## src/rtl/incdev_inject.sv

```systemverilog
// Instruction injector: queues debug instructions for a user CPU, offers them to its fetch stage,
// waits for commit or timeout, and replays buffered architectural updates (PC, step, reg write).
module incdev_inject #(
    parameter int unsigned DEPTH   = 4,
    parameter int unsigned TIMEOUT = 255
) (
    input  logic        clk,
    input  logic        rst,
    input  logic        ex_flag,
    input  logic [31:0] ex_inst,
    output logic        ex_finish,
    input  logic        pc_inc,
    input  logic        pc_we,
    input  logic [31:0] pc,
    input  logic        wb_we,
    input  logic [4:0]  wb_wreg,
    input  logic [31:0] wb_wdata,
    output logic        inj_valid,
    output logic [31:0] inj_inst,
    input  logic        inj_ready,
    input  logic        cpu_commit,
    output logic        pc_set,
    output logic [31:0] pc_set_val,
    output logic        pc_step,
    output logic        rf_we,
    output logic [4:0]  rf_waddr,
    output logic [31:0] rf_wdata,
    output logic        busy,
    output logic        ovf_err,
    output logic        to_err
);

    localparam int unsigned AW = $clog2(DEPTH);
    localparam int unsigned CW = AW + 1;
    localparam logic [CW-1:0] FullCnt = CW'(DEPTH);
    localparam logic [7:0]    ToCnt   = 8'(TIMEOUT);

    typedef enum logic [1:0] {StIdle, StIssue, StWait} state_e;

    state_e        state_q;
    logic [31:0]   mem_q [DEPTH];
    logic [AW-1:0] wptr_q, rptr_q;
    logic [CW-1:0] count_q;
    logic [7:0]    wait_q;

    logic          wb_pend_q, pc_pend_q;
    logic [4:0]    wb_reg_q;
    logic [31:0]   wb_data_q, pc_val_q;
    logic [3:0]    step_q, step_d, step_base;

    logic          ex_finish_q, pc_set_q, pc_step_q, rf_we_q, ovf_err_q, to_err_q;
    logic [31:0]   pc_set_val_q, rf_wdata_q;
    logic [4:0]    rf_waddr_q;

    logic full, push, pop, drop;
    logic in_idle, arch_pend, rel_wb, rel_pc, rel_step, wb_ovf, step_ovf;

    assign full = (count_q == FullCnt);
    assign pop  = (state_q == StIssue) && inj_ready;
    assign push = ex_flag && (!full || pop);
    assign drop = ex_flag && full && !pop;

    // Releases only look at already-latched state, so a same-cycle arrival waits one cycle.
    assign in_idle   = (state_q == StIdle);
    assign arch_pend = wb_pend_q || pc_pend_q || (step_q != 4'd0);
    assign rel_wb    = in_idle && wb_pend_q;
    assign rel_pc    = in_idle && pc_pend_q;
    assign rel_step  = in_idle && !wb_pend_q && !pc_pend_q && (step_q != 4'd0);
    assign wb_ovf    = wb_we && wb_pend_q && !rel_wb;

    always_comb begin
        step_base = step_q;
        if (rel_pc) begin
            step_base = 4'd0;
        end else if (rel_step) begin
            step_base = step_q - 4'd1;
        end
        step_d   = step_base;
        step_ovf = 1'b0;
        if (pc_inc) begin
            if (step_base == 4'hF) begin
                step_ovf = 1'b1;
            end else begin
                step_d = step_base + 4'd1;
            end
        end
    end

    // Storage needs no reset; the head is gated onto inj_inst only while offered.
    always_ff @(posedge clk) begin
        if (push) begin
            mem_q[wptr_q] <= ex_inst;
        end
    end

    always_ff @(posedge clk) begin
        if (rst) begin
            state_q      <= StIdle;
            wptr_q       <= '0;
            rptr_q       <= '0;
            count_q      <= '0;
            wait_q       <= '0;
            wb_pend_q    <= 1'b0;
            wb_reg_q     <= '0;
            wb_data_q    <= '0;
            pc_pend_q    <= 1'b0;
            pc_val_q     <= '0;
            step_q       <= '0;
            ex_finish_q  <= 1'b0;
            pc_set_q     <= 1'b0;
            pc_set_val_q <= '0;
            pc_step_q    <= 1'b0;
            rf_we_q      <= 1'b0;
            rf_waddr_q   <= '0;
            rf_wdata_q   <= '0;
            ovf_err_q    <= 1'b0;
            to_err_q     <= 1'b0;
        end else begin
            if (push) wptr_q <= wptr_q + AW'(1);
            if (pop)  rptr_q <= rptr_q + AW'(1);
            count_q <= count_q + CW'(push) - CW'(pop);

            if (wb_we) begin
                wb_pend_q <= 1'b1;
                wb_reg_q  <= wb_wreg;
                wb_data_q <= wb_wdata;
            end else if (rel_wb) begin
                wb_pend_q <= 1'b0;
            end
            if (pc_we) begin
                pc_pend_q <= 1'b1;
                pc_val_q  <= pc;
            end else if (rel_pc) begin
                pc_pend_q <= 1'b0;
            end
            step_q <= step_d;

            rf_we_q <= rel_wb;
            if (rel_wb) begin
                rf_waddr_q <= wb_reg_q;
                rf_wdata_q <= wb_data_q;
            end
            pc_set_q <= rel_pc;
            if (rel_pc) pc_set_val_q <= pc_val_q;
            pc_step_q <= rel_step;

            if (drop || wb_ovf || step_ovf) ovf_err_q <= 1'b1;

            ex_finish_q <= 1'b0;
            case (state_q)
                StIdle: begin
                    if (!arch_pend && count_q != '0) state_q <= StIssue;
                end
                StIssue: begin
                    if (inj_ready) begin
                        state_q <= StWait;
                        wait_q  <= '0;
                    end
                end
                StWait: begin
                    if (cpu_commit) begin
                        ex_finish_q <= 1'b1;
                        state_q     <= StIdle;
                    end else if (wait_q == ToCnt) begin
                        to_err_q    <= 1'b1;
                        ex_finish_q <= 1'b1;
                        state_q     <= StIdle;
                    end else begin
                        wait_q <= wait_q + 8'd1;
                    end
                end
                default: state_q <= StIdle;
            endcase
        end
    end

    assign inj_valid  = (state_q == StIssue);
    assign inj_inst   = inj_valid ? mem_q[rptr_q] : 32'd0;
    assign ex_finish  = ex_finish_q;
    assign pc_set     = pc_set_q;
    assign pc_set_val = pc_set_val_q;
    assign pc_step    = pc_step_q;
    assign rf_we      = rf_we_q;
    assign rf_waddr   = rf_waddr_q;
    assign rf_wdata   = rf_wdata_q;
    assign ovf_err    = ovf_err_q;
    assign to_err     = to_err_q;
    assign busy       = (state_q != StIdle) || (count_q != '0);

endmodule
```

## config.mk

```make
export PLATFORM = sky130hd
export DESIGN_NAME = incdev_inject
export DESIGN_NICKNAME = d
export VERILOG_FILES = /design/src/rtl/incdev_inject.sv
export SDC_FILE = /design/constraint.sdc
export NUM_CORES = 1
export LEC_CHECK = 0
export BUFFER_PORTS_ARGS = -buffer_cell sky130_fd_sc_hd__buf_2
export CELL_PAD_IN_SITES_DETAIL_PLACEMENT = 0
export CELL_PAD_IN_SITES_GLOBAL_PLACEMENT = 1
export CORE_MARGIN = 4
export CORE_UTILIZATION = 33
export DETAILED_ROUTE_END_ITERATION = 12
export HOLD_SLACK_MARGIN = 0.12
export PLACE_DENSITY_LB_ADDON = 0.1
export RECOVER_POWER = 50
export SYNTH_ARGS = -nofsm -noshare
export SYNTH_HDL_FRONTEND = slang
export SYNTH_SLANG_ARGS = --single-unit
export TNS_END_PERCENT = 10
```

## constraint.sdc

```tcl
create_clock -name clk -period 2.81 [get_ports clk]
set_input_delay 0.4215 -clock clk [delete_from_list [all_inputs] [get_ports clk]]
set_output_delay 0.4215 -clock clk [all_outputs]
set_load 0.005 [all_outputs]
```

==> results.py, run 1 <==
metrics = {
    "outcome": {
        "status": "finished, violations left",
        "violations": "max-capacitance violations, max-slew violations",
    },
    "floorplan": {
        "die_y_um": 191.6,
        "start_util": 0.3385,
        "core-area_mm2": 0.03287,
        "rows": 66,
        "die-area_mm2": 0.03672,
        "io_pins": 218,
        "die_width_um": 191.6,
    },
    "placed_design": {
        "dp_hpwl_um": 16410,
        "place_congestion": 0.6804,
        "io_buffers": 217,
    },
    "pwr": {
        "comb_power_share": 0.161,
        "leakage_nw": 5.338,
        "p_sw_frac": 0.2499,
        "p_int_w": 0.008735,
        "power_frac_clock": 0.405,
        "peakVddDrop_mv": 0.3711,
        "net-switching-power_w": 0.002910,
        "p_seq_frac": 0.435,
        "p_per_area_mw_per_mm2": 833.5,
    },
    "cts": {
        "clockRootBuffer": "clkbuf_16",
        "cts_setup_buffers": 0,
        "cts_buffers": 36,
        "clk_pin_slew_worst_paths_ns": 0.05,
        "ctsResizeCount": 0,
        "clock_latency_ns": 0.50,
        "clockBufferDepth": 3,
        "cts_tree": "yes",
        "cts_htree_levels": 2,
        "clock-sinks": 297,
    },
    "logic_synthesis": {
        "ys_warn_count": 0,
        "synth_enable_flop_cells": 128,
        "synth_common_cells": "dfxtp_1 (169), nand2_1 (150), edfxtp_1 (128)",
        "synth.area.top_cells": "edfxtp_1 (35%), dfxtp_1 (30%), mux2i_1 (6.8%), mux4_2 (6.5%), nand2_1 (5.1%)",
        "synth_cell_types": 46,
        "avgSynthCellArea_um2": 12.21,
        "ys_async_sr_fraction": 0,
        "synth.ff_latch_count": 297,
        "synth_area_mm2": 0.01113,
        "synth_flop_cell": "dfxtp_1",
        "syn-num-nets": 1029,
        "synth_top_area_cell": "edfxtp_1",
        "netlist.area_leader.share": 0.3454,
        "seq_area_frac_synth": 0.6495,
        "yosysMostFrequentCell": "dfxtp_1",
        "syn_inst": 911,
    },
    "layout": {
        "utilization": 0.4251,
        "area_delta_synth_final_pct": 25.56,
        "layout-drive-gt1-share": 0.2173,
        "nFillCells": 3262,
        "antennaDiodeCount": 0,
        "finalNetCount": 1264,
    },
    "critical_path": {
        "crit_path_top_delay_cell": "dfxtp_2",
        "critPathCaptureType": "output pin",
        "cp_slowest_stage_delay_ns": 0.59,
        "arrival_ns": 2.15,
        "crit_type": "reg2out",
        "rrSetupSlack_ns": 0.65,
        "required_ns": 2.39,
        "cp-start-kind": "flip-flop",
        "crit_fanout": 11,
        "cp_num_buf_inv": 2,
        "crit_chain": "buf_4, mux4_2, nor2b_1, buf_2",
        "cp_top_family": "flip-flops",
    },
    "timing": {
        "hold_ws_ns": 0.1537,
        "worst_pin_slew_ns": 1.532,
        "finClkSkew_ns": 0.009841,
        "period_share": 0.9166,
        "setup_tns_ns": 0,
        "slew_violations": 21,
        "slew_headroom": -0.02149,
        "rsz0062_at_grt": "false",
        "finalSetupViolCount": 0,
        "finalHoldViolations": 0,
        "fmax_ghz": 0.3883,
        "min_period_ns": 2.576,
    },
    "global_routing": {
        "grt_usage": 0.1368,
        "grt_pass1_wl_um": 40190,
        "grt_use_met3": 0.05271,
        "grtUsageMet2": 0.2177,
        "globalRouteOverflowTotal": 0,
        "grtUsageMet1": 0.1736,
        "grt_pass1_vias": 7276,
        "grt_max_degree": 53,
        "grt_antenna_before_repair": 6,
        "gr-max-usage-layer": "met2",
    },
    "detailed_routing": {
        "drt_first_pass_iters": 6,
        "postRouteAntennaNets": 0,
        "viasPerCell": 4.535,
        "avgRoutedWirePerCell_um": 15.82,
        "drc_errors": 0,
        "drt-initial-drc-count": 252,
        "vias": 7306,
        "routed_wl_um": 25480,
    },
    "run": {
        "max_cap_violations": 1,
    },
    "worst_hold_path": {
        "holdCritPathClass": "in2reg",
    },
}
[registers in the layout, indices dropped and copies added, names as in the netlist, 2 cells and up, named ones only]
signal and cells:
mem_q 128, pc_set_val 32, pc_val_q 32, rf_wdata 32, wb_data_q 32, wait_q 8
rf_waddr 5, wb_reg_q 5, step_q 4, count_q 3, rptr_q 2, state_q 2
wptr_q 2
[path summary, 6_finish.rpt]
check                     start  cells past startpoint            to
setup reg to reg     state_q[1]                      9    count_q[2]
hold reg to reg   wb_data_q[29]                      2  rf_wdata[29]
setup / recovery      flip-flop                      4  inj_inst[15]
hold / removal           pc[28]                      3  pc_val_q[28]
[layout by cell type (no fill, tap or decap), types with 3 or more instances in the layout]
| master | n |
|---|---|
| ha_1 | 8 |
| clkbuf_8 | 3 |
| buf_2 | 142 |
| nor3_1 | 5 |
| clkbuf_16 | 37 |
| and2_1 | 7 |
| buf_4 | 18 |
| nand3_1 | 3 |
| a21oi_1 | 78 |
| edfxtp_1 | 128 |
| nor2_1 | 102 |
| nand2b_1 | 4 |
| clkinv_2 | 3 |
| mux2i_1 | 76 |
| clkinv_1 | 4 |
| bufinv_16 | 6 |
| mux4_2 | 32 |
| nor2b_1 | 34 |
| xnor2_1 | 8 |
| dfxtp_1 | 168 |
| nand2_1 | 150 |
| inv_1 | 15 |
| dlygate4sd3_1 | 11 |
| xor2_1 | 3 |
| nand4_1 | 3 |
| clkbuf_1 | 84 |
[cell type report]
cell class                      count  area [um2]  share of cell area
Sequential cell                   297        7228              0.5174
Multi-Input combinational cell    545        3632              0.2600
Timing Repair Buffer              251        1290             0.09233
Clock buffer                       47       993.5             0.07111
Tap cell                          442       553.0             0.03958
Clock inverter                     14       217.7             0.01558
Inverter                           15       56.30            0.004030
[power groups by stage]
| stage | clock, W | sequential [W] | combinational (W) |
|---|---|---|---|
| 2_1_floorplan | 0 | 0.00510 | 0.00126 |
| 3_3_place_gp | 0 | 0.00516 | 0.00194 |
| 3_5_place_dp | 0 | 0.00516 | 0.00194 |
| 4_1_cts | 0.00489 | 0.00507 | 0.00196 |
| 5_1_grt | 0.00508 | 0.00511 | 0.00211 |
| 6_report | 0.00471 | 0.00506 | 0.00187 |
[layer usage]
layer / share of wire / vias up / wire (um)
met5: 0.0027 / - / 69
met4: 0.022 / 12 / 568
met3: 0.088 / 58 / 2249
met2: 0.46 / 192 / 11770
met1: 0.42 / 3421 / 10830
li1: - / 3623 / -
[metrics by stage]
| stage | worst slack, ns | instances | cell area (um2) | total power, W |
|---|---|---|---|---|
| after floorplan | 0.4064 | 911 | 11130 | 0.006361 |
| after global placement | 0.6904 | 1539 | 12780 | 0.007096 |
| after detailed placement | 0.6654 | 1539 | 12780 | 0.007097 |
| after CTS | 0.1445 | 1611 | 14100 | 0.01192 |
| after global routing | 0.04708 | 1611 | 13970 | 0.01231 |
| final | 0.2344 | 1611 | 13970 | 0.01164 |
[what timing repair did]
action | CTS | global route
endpoints found under the hold margin | 35 | 0
hold buffers | 11 | 0
endpoints found under the setup margin | 0 | 0
[kinds of logic (layout without fill, tap and decap cells)]
logic type / Yosys count / in the layout / share of synthesized area
AO/OA/AOI/OAI: 97 / 97 / 0.04847
adder cells (fa/ha/maj): 9 / 9 / 0.01080
AND/OR/NAND/NOR: 319 / 319 / 0.1244
flip-flops: 297 / 297 / 0.6495
XOR/XNOR: 11 / 11 / 0.008659
buffers and inverters: 69 / 327 / 0.02406
multiplexers: 109 / 109 / 0.1342
[tightest hold or removal path, cell delays in order]
cell and delay, ns:
buf_2 0.07, mux2i_1 0.05, nor2_1 0.07
(Power assumes the default switching activity.)
==> run 2: changes to the inputs <==
==> constraint.sdc (replaced) <==
create_clock -name clk -period 2.81 [get_ports clk]
set_input_delay 0.4215 -clock clk [delete_from_list [all_inputs] [get_ports clk]]
set_output_delay 0.4215 -clock clk [all_outputs]
set_load 0.01 [all_outputs]
==> run 2 against run 1 <==
The flow still finishes with violations (max-capacitance violations, max-slew violations). Count of clock-buffer cells in the layout is 7 higher. Largest power group unchanged. Combinational power is 4% higher. Non-clock buffer count is 9 lower. Routed wire length is 0.27% higher. Clock skew is 0.0085 ns higher. Via count is 1.0% lower. Highest routed layer unchanged. Setup slack better by 0.17 ns. Register-to-register slack better by 0.02 ns. Design area is 1.3% lower. Clock power is 5.7% lower. Critical path depth stayed put. Maximum frequency is 7.0% higher.
==> results.py, run 2 (same netlist as run 1, synthesis figures left out) <==
metrics = {
    "pwr": {
        "leakage_nw": 5.195,
        "p_seq_frac": 0.441,
        "power_frac_clock": 0.389,
        "comb_power_share": 0.170,
        "power_w": 0.01144,
        "peakVddDrop_mv": 0.4159,
        "net-switching-power_w": 0.002971,
        "p_sw_frac": 0.2598,
        "p_per_area_mw_per_mm2": 829.0,
        "p_int_w": 0.008464,
    },
    "global_routing": {
        "grt_pass1_vias": 7366,
        "grt_pass1_wl_um": 40130,
        "grt_max_degree": 62,
        "grt_antenna_before_repair": 8,
        "globalRouteOverflowTotal": 0,
        "grt_usage": 0.1374,
    },
    "cts": {
        "clock-sinks": 297,
        "cts_buffers": 35,
        "clockRootBuffer": "clkbuf_16",
        "cts_htree_levels": 2,
        "clockBufferDepth": 3,
        "clock_latency_ns": 0.50,
        "ctsResizeCount": 0,
        "clk_pin_slew_worst_paths_ns": 0.06,
        "cts_tree": "yes",
    },
    "critical_path": {
        "crit_type": "reg2out",
        "critPathCaptureType": "output pin",
        "cp-start-kind": "flip-flop",
        "arrival_ns": 1.99,
        "cp_slowest_stage_delay_ns": 0.54,
        "cp_num_buf_inv": 2,
        "reg2reg_from": "state_q[1]",
        "r2r_cells": 9,
        "cp_top_family": "multiplexers",
        "required_ns": 2.39,
        "crit_fanout": 32,
        "rrSetupSlack_ns": 0.67,
        "crit_path_top_delay_cell": "mux4_2",
        "crit_chain": "buf_12, mux4_2, nor2b_1, buf_2",
        "rr_endpoint": "count_q[2]",
    },
    "layout": {
        "regMostFlops": "mem_q",
        "largest_reg_flops": 128,
        "layout_commonest_cell": "dfxtp_1",
        "finalNetCount": 1254,
        "final_cell_mix": "dfxtp_1 (168), nand2_1 (150), edfxtp_1 (128)",
        "layout-drive-gt1-share": 0.2005,
        "final_cells": 1605,
        "area_delta_synth_final_pct": 23.97,
    },
    "timing": {
        "period_share": 0.8568,
        "fmax_ghz": 0.4154,
        "finalHoldViolations": 0,
        "finClkSkew_ns": 0.01831,
        "worst_pin_slew_ns": 1.520,
        "timing.final.ws_setup_ns": 0.4024,
        "hold_ws_ns": 0.1549,
        "finalSetupViolCount": 0,
        "min_period_ns": 2.408,
        "slew_headroom": -0.01326,
        "setup_tns_ns": 0,
        "rsz0062_at_grt": "false",
        "slew_violations": 22,
    },
    "floorplan": {
        "start_util": 0.3385,
        "die_y_um": 191.6,
        "rows": 66,
        "io_pins": 218,
        "core-area_mm2": 0.03287,
        "die_width_um": 191.6,
        "die-area_mm2": 0.03672,
    },
    "detailed_routing": {
        "postRouteAntennaNets": 0,
        "avgRoutedWirePerCell_um": 15.92,
        "viasPerCell": 4.506,
        "drt_first_pass_iters": 4,
        "routed_wl_um": 25550,
        "drt-initial-drc-count": 279,
        "drc_errors": 0,
        "vias": 7232,
    },
    "placed_design": {
        "place_inst": 1538,
        "dp_hpwl_um": 16090,
        "dp_slack_ns": 0.6655,
        "io_buffers": 217,
        "place_congestion": 0.6792,
    },
    "worst_hold_path": {
        "min_from": "pc[31]",
        "holdCritPathClass": "in2reg",
        "holdPathStages": 3,
        "holdPathEnd": "pc_val_q[31]",
    },
    "outcome": {
        "violations": "max-capacitance violations, max-slew violations",
        "status": "finished, violations left",
    },
    "run": {
        "max_cap_violations": 1,
    },
}
[run 2: metal layers]
layer	vias up	global-route usage	wire, um
li1	3613	-	-
met3	50	0.05671	2205
met5	-	0	83
met4	14	0.03481	468
met2	169	0.2175	11710
met1	3386	0.1758	11080
[run 2: worst register-to-register path: stages (launching register included)]
cell	delay (ns)
dfxtp_1	0.37
nand3b_1	0.14
clkbuf_1	0.31
inv_1	0.12
ha_1	0.29
inv_1	0.04
ha_1	0.18
fa_1	0.37
xnor2_1	0.16
nor2_1	0.05
[run 2: worst max path at each step]
stage | from | to | slack [ns] | cells after the start
6_report | flip-flop | inj_inst[2] | 0.40 | 4
5_1_grt | flip-flop | inj_inst[15] | 0.29 | 4
4_1_cts | flip-flop | inj_inst[2] | 0.34 | 4
3_5_place_dp | inj_ready | count_q[2] | 0.67 | 10
3_3_place_gp | inj_ready | count_q[2] | 0.65 | 10
2_1_floorplan | state_q[0] | count_q[2] | 0.41 | 10
[run 2: cell type report]
type / instances / area [um2]
well taps: 442 / 553.0
inverters: 15 / 56.30
fillers: 3271 / 19070
flip-flops and latches: 297 / 7228
repair buffers: 242 / 1177
multi-input cells: 545 / 3627
diodes: 1 / 2.502
clock inverters: 9 / 90.09
clock buffers: 54 / 1060
[run 2: power by group through the flow]
stage / clock network [W] / registers (W) / logic (W)
after global placement: 0 / 0.00513 / 0.00203
after floorplan: 0 / 0.00512 / 0.00131
after global routing: 0.00483 / 0.00508 / 0.00221
after CTS: 0.00461 / 0.00505 / 0.00204
final: 0.00444 / 0.00504 / 0.00195
after detailed placement: 0 / 0.00514 / 0.00204
[run 2: timing repair]
action / in CTS / in global routing
hold buffers: 3 / 0
endpoints found under the hold margin: 8 / 0
setup buffers: 0 / 0
[run 2: metrics by stage]
stage | util | cell area (um2)
after CTS | 0.4238 | 13930
after detailed placement | 0.3879 | 12750
after global placement | 0.3879 | 12750
after floorplan | - | 11130
after global routing | 0.4197 | 13790
final | 0.4197 | 13790
==> run 3: changes to the inputs <==
--- a/config.mk
+++ b/config.mk
@@ -14,6 +14,7 @@
 export HOLD_SLACK_MARGIN = 0.12
 export PLACE_DENSITY_LB_ADDON = 0.1
 export RECOVER_POWER = 50
+export REMOVE_ABC_BUFFERS = 1
 export SYNTH_ARGS = -nofsm -noshare
 export SYNTH_HDL_FRONTEND = slang
 export SYNTH_SLANG_ARGS = --single-unit
==> run 3 against run 2 <==
The flow still finishes with violations (max-capacitance violations, max-slew violations). Core utilization up 2.7 points. Setup slack worse by 0.048 ns. Via count up 5.5%.
==> results.py, run 3 (same netlist as run 1, synthesis figures left out) <==
metrics = {
    "outcome": {
        "status": "finished, violations left",
        "violations": "max-capacitance violations, max-slew violations",
    },
    "timing": {
        "min_period_ns": 2.455,
        "finalHoldViolations": 0,
        "fmax_ghz": 0.4073,
        "slew_violations": 39,
        "slew_headroom": -0.4424,
        "finalSetupViolCount": 0,
        "finClkSkew_ns": 0.01076,
        "timing.final.ws_setup_ns": 0.3547,
        "worst_pin_slew_ns": 2.164,
        "rsz0062_at_grt": "false",
        "setup_tns_ns": 0,
        "period_share": 0.8738,
    },
    "global_routing": {
        "grt_antenna_before_repair": 1,
        "grt_usage": 0.1423,
        "globalRouteOverflowTotal": 0,
        "grt_pass1_vias": 7922,
        "grt_pass1_wl_um": 42320,
        "grt_max_degree": 61,
    },
    "detailed_routing": {
        "routed_wl_um": 26250,
        "drt-initial-drc-count": 300,
        "viasPerCell": 4.500,
        "avgRoutedWirePerCell_um": 15.48,
        "drt_first_pass_iters": 4,
        "vias": 7632,
        "postRouteAntennaNets": 0,
        "drc_errors": 0,
    },
    "layout": {
        "utilization": 0.4470,
        "nFillCells": 3210,
        "antennaDiodeCount": 0,
        "layout-drive-gt1-share": 0.1938,
        "finalNetCount": 1348,
        "seqCellArea_mm2": 0.007228,
        "multiInputGateArea_mm2": 0.003632,
        "regMostFlops": "mem_q",
        "largest_reg_flops": 128,
        "layout_commonest_cell": "dfxtp_1",
        "final_cell_mix": "dfxtp_1 (168), nand2_1 (150), buf_2 (129)",
        "area_delta_synth_final_pct": 32.04,
    },
    "placed_design": {
        "io_buffers": 217,
        "place_congestion": 0.7081,
        "dp_slack_ns": 0.6143,
        "dp_hpwl_um": 16190,
    },
    "critical_path": {
        "crit_type": "reg2out",
        "crit_fanout": 32,
        "cp-start-kind": "flip-flop",
        "arrival_ns": 2.03,
        "required_ns": 2.39,
        "critPathCaptureType": "output pin",
    },
    "floorplan": {
        "die-area_mm2": 0.03672,
        "die_y_um": 191.6,
        "rows": 66,
        "core-area_mm2": 0.03287,
        "io_pins": 218,
        "start_util": 0.3385,
        "die_width_um": 191.6,
    },
    "cts": {
        "clock-sinks": 297,
        "cts_hold_buf": 101,
        "cts_setup_buffers": 0,
        "cts_buffers": 31,
        "clockBufferDepth": 3,
        "cts_htree_levels": 1,
        "ctsResizeCount": 0,
        "cts_tree": "yes",
        "clockRootBuffer": "clkbuf_16",
        "clk_pin_slew_worst_paths_ns": 0.06,
        "clock_latency_ns": 0.55,
    },
    "pwr": {
        "p_per_area_mw_per_mm2": 763.0,
        "leakage_nw": 5.552,
        "peakVddDrop_mv": 0.4668,
    },
    "run": {
        "max_cap_violations": 1,
    },
    "worst_hold_path": {
        "holdCritPathClass": "in2reg",
    },
}
run 3: worst paths after layout:
kind | start | to | slack (ns) | depth (start not counted)
max | flip-flop | inj_inst[14] | 0.35 | 4
min | cpu_commit | ex_finish | 0.19 | 3
max reg2reg | state_q[1] | count_q[2] | 0.56 | 10
min reg2reg | pc_val_q[6] | pc_set_val[6] | 0.45 | 2
run 3: layout make-up:
cell class,instances,share of cell area
tap,442,0.03764
timing repair buffer,340,0.1495
multi-input combinational,545,0.2472
inverter,15,0.003832
sequential,297,0.4920
clock inverter,24,0.01644
clock buffer,33,0.05331
run 3: where the power goes:
| part | switching [W] | internal, W |
|---|---|---|
| Combinational | 0.00118 | 0.000909 |
| Clock | 0.00170 | 0.00239 |
| Sequential | 0.000158 | 0.00488 |
| Total | 0.00303 | 0.00818 |
run 3: layer usage:
metal / GRT usage / part of all wire
met4: 0.03094 / 0.018
met2: 0.2409 / 0.48
met3: 0.04126 / 0.071
met1: 0.1822 / 0.43
met5: 0 / 0.00046
run 3: critical path, cell delays in order, from the launching register on:
cell and delay, ns:
dfxtp_2 0.34, buf_12 0.27, mux4_2 0.55, nor2b_1 0.16, buf_2 0.16
run 3: per-stage QoR:
| stage | instances | hold WS [ns] | area [um2] | total power (W) |
|---|---|---|---|---|
| CTS | 1696 | 0.1519 | 14810 | 0.01146 |
| finish | 1696 | 0.1874 | 14690 | 0.01121 |
| detailed placement | 1538 | 0.4431 | 12770 | 0.007196 |
| global placement | 1538 | 0.4397 | 12770 | 0.007201 |
| global route | 1696 | 0.1686 | 14690 | 0.01186 |
| floorplan | 857 | 0.4251 | 10920 | 0.006334 |
